## config.mk

```make
export PLATFORM = sky130hd
export DESIGN_NAME = pc_unit
export DESIGN_NICKNAME = d
export VERILOG_FILES = /design/src/rtl/pc_unit.sv
export SDC_FILE = /design/constraint.sdc
export NUM_CORES = 1
export LEC_CHECK = 0
export CAP_MARGIN = 5
export CORE_MARGIN = 10
export CORE_UTILIZATION = 48
export DETAILED_ROUTE_END_ITERATION = 7
export GPL_ROUTABILITY_DRIVEN = 1
export PLACE_DENSITY = 0.95
export SYNTH_ARGS = -nofsm -noshare
export SYNTH_HDL_FRONTEND = slang
export SYNTH_SLANG_ARGS = --single-unit
export TNS_END_PERCENT = 10
```

## constraint.sdc

```tcl
create_clock -name clk -period 2.55 [get_ports clk]
set_input_delay 0.51 -clock clk [delete_from_list [all_inputs] [get_ports clk]]
set_output_delay 0.51 -clock clk [all_outputs]
set_load 0.01 [all_outputs]
```

## src/rtl/pc_unit.sv

```systemverilog
// -----------------------------------------------------------------------------
// pc_unit -- program counter with an optional return-address stack (RAS).
//
// Holds the instruction-memory address. Supports sequential increment,
// conditional relative branch, absolute jump, and call/return.
//
// Build option: macro PC_UNIT_RAS_EN
//   defined   : circular LIFO return stack of RAS_DEPTH entries is built.
//   undefined : no stack; CALL acts as JMP, RET acts as INC, flags are tied off.
//
// Parameters
//   ADDR_W     address width
//   STEP       sequential increment
//   RESET_ADDR pc value after reset
//   RAS_DEPTH  stack entries (>=2, power of two); unused without the stack
//
// Ports
//   clk        in   clock, rising edge
//   reset      in   synchronous active-high reset
//   en         in   advance enable (0 = stall, all state held)
//   op         in   000 INC, 001 BR, 010 JMP, 011 CALL, 100 RET, others HOLD
//   cond       in   branch-taken qualifier for BR
//   offset     in   signed branch offset
//   target     in   absolute address for JMP / CALL
//   pc         out  current instruction address (registered)
//   ras_empty  out  stack holds no entries
//   ras_full   out  stack holds RAS_DEPTH entries
//   ras_ovf    out  one-cycle pulse: CALL while full
//   ras_unf    out  one-cycle pulse: RET while empty
// -----------------------------------------------------------------------------
module pc_unit #(
   parameter int ADDR_W     = 8,
   parameter int STEP       = 1,
   parameter int RESET_ADDR = 0,
   parameter int RAS_DEPTH  = 4
) (
   input  logic              clk,
   input  logic              reset,
   input  logic              en,
   input  logic [2:0]        op,
   input  logic              cond,
   input  logic [ADDR_W-1:0] offset,
   input  logic [ADDR_W-1:0] target,
   output logic [ADDR_W-1:0] pc,
   output logic              ras_empty,
   output logic              ras_full,
   output logic              ras_ovf,
   output logic              ras_unf
);

   localparam logic [2:0] OP_INC  = 3'b000;
   localparam logic [2:0] OP_BR   = 3'b001;
   localparam logic [2:0] OP_JMP  = 3'b010;
   localparam logic [2:0] OP_CALL = 3'b011;
   localparam logic [2:0] OP_RET  = 3'b100;

   logic [ADDR_W-1:0] pc_q, pc_d;
   logic [ADDR_W-1:0] pc_inc;

   assign pc_inc = pc_q + ADDR_W'(STEP);

`ifdef PC_UNIT_RAS_EN
   localparam int PTR_W = $clog2(RAS_DEPTH);

   // wptr_q points at the next free slot; the top of stack is wptr_q-1.
   // Pointer arithmetic wraps naturally because RAS_DEPTH is a power of two,
   // so a push while full silently overwrites the oldest entry.
   logic [ADDR_W-1:0] ras_mem [RAS_DEPTH];
   logic [PTR_W-1:0]  wptr_q, wptr_d;
   logic [PTR_W-1:0]  top_ptr;
   logic [PTR_W:0]    cnt_q, cnt_d;
   logic              ovf_q, ovf_d;
   logic              unf_q, unf_d;
   logic              push, pop;
   logic              stk_empty, stk_full;

   assign top_ptr   = wptr_q - PTR_W'(1);
   assign stk_empty = (cnt_q == '0);
   assign stk_full  = (cnt_q == (PTR_W+1)'(RAS_DEPTH));
`endif

   // Next-pc selection; en=0 leaves pc_d at pc_q.
   always_comb begin
      pc_d = pc_q;
`ifdef PC_UNIT_RAS_EN
      push = 1'b0;
      pop  = 1'b0;
`endif
      if (en) begin
         case (op)
            OP_INC:  pc_d = pc_inc;
            // Offset and pc share a width, so modulo addition equals the
            // sign-extended add.
            OP_BR:   pc_d = cond ? (pc_q + offset) : pc_inc;
            OP_JMP:  pc_d = target;
            OP_CALL: begin
               pc_d = target;
`ifdef PC_UNIT_RAS_EN
               push = 1'b1;
`endif
            end
            OP_RET: begin
`ifdef PC_UNIT_RAS_EN
               // Stack read is asynchronous so RET completes in one cycle.
               if (!stk_empty) begin
                  pop  = 1'b1;
                  pc_d = ras_mem[top_ptr];
               end else begin
                  pc_d = pc_inc;
               end
`else
               pc_d = pc_inc;
`endif
            end
            default: pc_d = pc_q;
         endcase
      end
   end

   always_ff @(posedge clk) begin
      if (reset) pc_q <= ADDR_W'(RESET_ADDR);
      else       pc_q <= pc_d;
   end

   assign pc = pc_q;

`ifdef PC_UNIT_RAS_EN
   always_comb begin
      wptr_d = wptr_q;
      cnt_d  = cnt_q;
      if (push) begin
         wptr_d = wptr_q + PTR_W'(1);
         if (!stk_full) cnt_d = cnt_q + (PTR_W+1)'(1);
      end else if (pop) begin
         wptr_d = top_ptr;
         cnt_d  = cnt_q - (PTR_W+1)'(1);
      end
   end

   assign ovf_d = push & stk_full;
   assign unf_d = en && (op == OP_RET) && stk_empty;

   always_ff @(posedge clk) begin
      if (reset) begin
         wptr_q <= '0;
         cnt_q  <= '0;
         ovf_q  <= 1'b0;
         unf_q  <= 1'b0;
      end else begin
         wptr_q <= wptr_d;
         cnt_q  <= cnt_d;
         ovf_q  <= ovf_d;
         unf_q  <= unf_d;
      end
   end

   // Entry contents need no reset; count and pointer define validity.
   always_ff @(posedge clk) begin
      if (push && !reset) ras_mem[wptr_q] <= pc_inc;
   end

   assign ras_empty = stk_empty;
   assign ras_full  = stk_full;
   assign ras_ovf   = ovf_q;
   assign ras_unf   = unf_q;
`else
   assign ras_empty = 1'b1;
   assign ras_full  = 1'b0;
   assign ras_ovf   = 1'b0;
   assign ras_unf   = 1'b0;
`endif

endmodule
```

==> results.md, run 1 <==
Synthesis:
- Sorting the synthesized cells by area gives the leading types as sky130_fd_sc_hd__dfxtp_1 (17%), sky130_fd_sc_hd__ha_1 (10%), sky130_fd_sc_hd__a21oi_1 (6.3%), sky130_fd_sc_hd__o21ai_0 (6.3%), sky130_fd_sc_hd__a221oi_1 (4.6%).
- The area of the mapped netlist is 957 um2.
- The number of cells produced by synthesis is about 120.
- The average instance area after synthesis is just under 8 um2.
- The cell type contributing the most total cell area after synthesis is sky130_fd_sc_hd__dfxtp_1.
- Yosys printed 0 warnings.
- The synthesized design contains 0 enable-type register cells.
- The predominant post-synthesis flop cell is sky130_fd_sc_hd__dfxtp_1.
- By count the netlist is led by sky130_fd_sc_hd__a21oi_1 (12), sky130_fd_sc_hd__o21ai_0 (12), sky130_fd_sc_hd__dfxtp_1 (8), sky130_fd_sc_hd__ha_1 (8), sky130_fd_sc_hd__inv_1 (6).
- Synthesis instantiated 47 different standard cells from the library.
- The fraction of synthesis flops using an asynchronous set or reset pin is 0%.
- The proportion of synthesized chip area in sequential cells is 16.7%.
- The count of state elements after synthesis is 8.
- The portion of synthesized cell area occupied by the leading cell type is between 15 and 20%.

Global route:
- The number of global-route vias before repair was between 1000 and 1500.
- The initial antenna violation count is 0.
- Entering global routing, the biggest net connects 10 pins.
- After global routing the overflow that remains totals 0.
- For this run, the total global-route usage over all layers was measured as between 10 and 15%.
- The first global-routing pass estimated 4950 um of wire.

Drt:
- The detail route stage leaves a number of antenna-violating nets equal to 0.
- For this block, the initial DRC count from the detailed router was a little under 50.
- The first detailed-routing pass took 6 iterations.
- The final route contains around 1000 vias.
- The DRC violation count after routing is 0.
- Wires add up to around 2900 um.
- Dividing the detail-routed via count by the number of cells gives around 5.8.
- Dividing the detail-routed wire length by the instance count gives about 16 um.

Setup path:
- The origin of the critical flop-to-flop path is pc[0].
- The worst setup path startpoint is offset[0].
- Measured in cells, the most critical reg-to-reg path has a length of 8.
- The endpoint identified for the worst register-to-register timing path is pc[6].
- The worst setup path is launched from a primary input.
- The worst endpoint data arrival time is ~2.4 ns.
- The sort of element at the end of the critical path is a register.
- For the worst setup path, the data required time is roughly 2.8 ns.
- The classification of the worst setup path is in2reg.
- The top fanout value on the critical path is 3.
- The worst register-to-register path has a setup slack of ~0.55 ns.

Timing:
- The number of setup violations in the final report is 0.
- The number of pins exceeding their max-slew limit in the final report is 0.
- The timing-limited maximum frequency is between 400 and 500 MHz.
- The post-route setup TNS is 0 ns.
- The final clock skew is 0.00161 ns.
- The final worst-path setup slack is about 0.31 ns.
- Dividing the final minimum period by the clock period gives 87.7%.
- The time the worst path needs with I/O delays and setup is between 2 and 2.5 ns.
- The number of hold violations in the final report came to 0.
- Setup repair after global routing left no endpoint under its margin.

Final layout:
- The synthesis-to-finish area growth is 35.0%.
- The repair_antennas step left the layout with diodes totalling 0.
- The final-layout fill cell count is 164.
- The flip-flop count of the largest register, all copies and words added is 8.
- The fraction of layout cells with a size suffix above 1 is approximately 7.8%.
- In the final design database the tool counted between 150 and 200 nets.
- The count of placed standard cells in the final layout, fillers left out is between 150 and 200.

Clocking:
- At the later pin of the worst-skew pair, clock insertion delay measures about 0.27 ns.
- The number of buffers created by CTS is 3.
- The number of cells upsized or downsized after cts is 0.
- The number of levels the H-tree was split into is 1.
- The total number of clock tree sinks is 8.
- The buffer depth of the longest clock path is 2.
- The clock tree root driver cell is sky130_fd_sc_hd__clkbuf_4.
- The number of buffers inserted to repair setup after CTS is 0.
- In this run, post-CTS hold repair placed 0 buffers.
- The clock transition time at the flip-flop clock pins of the worst setup and hold paths is ~0.06 ns.
- The clock tree from TritonCTS is done.

Place:
- In this run, placement finished with an instance count of 178.
- The count of buffers added on input and output ports is 30.
- Detailed placement ended at an HPWL of roughly 2300 um.
- The final weighted congestion in routability-driven placement is slightly below 0.9.
- Timing analysis after detailed placement gives a worst setup slack of about 0.043 ns.

Power:
- Overall power consumption after layout is estimated at 468 uW.
- VDD sags by at most roughly 0.25 mV.
- In this run the static leakage power is between 0.0005 and 0.0006 uW.
- Dividing total power by cell area gives a power density of approximately 360 nW/um2.

Min path:
- The worst hold path begins at pc[1].
- The number of cells traversed by the worst hold path is 2.
- The worst hold endpoint is pc[1].
- The path class of the lowest-slack min-delay path is reg2reg.

Die:
- The overall die width is approximately 65 um.
- Row generation in the floorplan step produced 16 rows.
- The die area is 4180 um2.
- The boundary pin count is 35.
- Once the floorplan was initialized, standard cells occupied 49.8% of the core.
- The region available for standard cell placement spans around 1900 um2.
- The die is around 65 um tall.

Run:
- The number of maximum-capacitance violations is 0.

Outcome:
- The run finished with clean final reports.
-- routing by layer --
layer / up-vias / routed length, um / track usage, %
met5: - / 0 / 0
met4: 0 / 51 / 7.49
met3: 5 / 167 / 2.23
met2: 40 / 1500 / 25.4
met1: 483 / 1160 / 15.8
li1: 519 / - / -
-- cell families after synthesis --
group	Yosys count	synth area share, %
and+or+nand+nor	35	20.9
adders and majority gates	9	12.5
xor gates and xnor gates	7	6.41
buffers and inverters	13	6.93
DFF	8	16.7
muxes	2	2.22
AOI/OAI and AO/OA	48	33.5
other	2	0.785
-- cell usage in the layout (no fill, tap or decap), drive strengths merged, types with 4 or more instances in the layout --
master         synthesis  final
ha                     8      8
o211ai                 4      4
o21ai                 12     12
dfxtp                  8      8
xor2                   4      4
conb                   2      4
clkdlybuf4s50          0     30
nor2                   5      5
a221oi                 5      5
inv                    6      6
nand3                  5      5
nand2                  5      5
a21oi                 12     12
-- report_power, final --
group | switching (uW) | total [uW] | internal, uW | leakage, uW
clock | 52.4 | 107 | 54.5 | 0.0000138
combinational | 97.6 | 206 | 108 | 0.000426
sequential | 19.0 | 155 | 136 | 0.0000662
total | 169 | 468 | 299 | 0.000506
-- final cells by class --
class / instances / area (um2) / area share (%)
clock buffers: 3 / 22.5 / 1.74
inverters: 6 / 22.5 / 1.74
multi-input cells: 105 / 738 / 57.1
flip-flops and latches: 8 / 160 / 12.4
well taps: 27 / 33.8 / 2.61
repair buffers: 32 / 315 / 24.4
-- worst max-delay path by stage --
stage,to,slack (ns),cells after the start
after floorplan,pc[7],0.72,6
after global placement,pc[6],0.17,9
after detailed placement,pc[6],0.04,9
after CTS,pc[6],0.32,9
after global routing,pc[6],0.22,9
final,pc[6],0.31,9
-- through the flow --
stage | area (um2) | hold WS (ns) | util [%]
detailed placement | 1270 | 0.607 | 66.1
CTS | 1290 | 0.617 | 67.3
global placement | 1270 | 0.577 | 66.1
global route | 1290 | 0.652 | 67.3
floorplan | 965 | 0.578 | -
finish | 1290 | 0.612 | 67.3
-- worst max-delay path, cell delays in order --
cell and delay [ns]:
sky130_fd_sc_hd__clkdlybuf4s50_1 0.46, sky130_fd_sc_hd__ha_1 0.18, sky130_fd_sc_hd__inv_1 0.06, sky130_fd_sc_hd__fa_1 0.38, sky130_fd_sc_hd__nor2b_1 0.22, sky130_fd_sc_hd__o31a_1 0.18
sky130_fd_sc_hd__o22ai_1 0.10, sky130_fd_sc_hd__xor2_1 0.16, sky130_fd_sc_hd__a211oi_2 0.17
(Power assumes the default switching activity.)
==> run 2: changes to the inputs <==
--- a/config.mk
+++ b/config.mk
@@ -5,6 +5,7 @@
 export SDC_FILE = /design/constraint.sdc
 export NUM_CORES = 1
 export LEC_CHECK = 0
+export ABC_AREA = 0
 export CAP_MARGIN = 5
 export CORE_MARGIN = 10
 export CORE_UTILIZATION = 48
==> results of run 2 <==
Same layout as run 1: the final DEF is identical, and so are final timing and power.
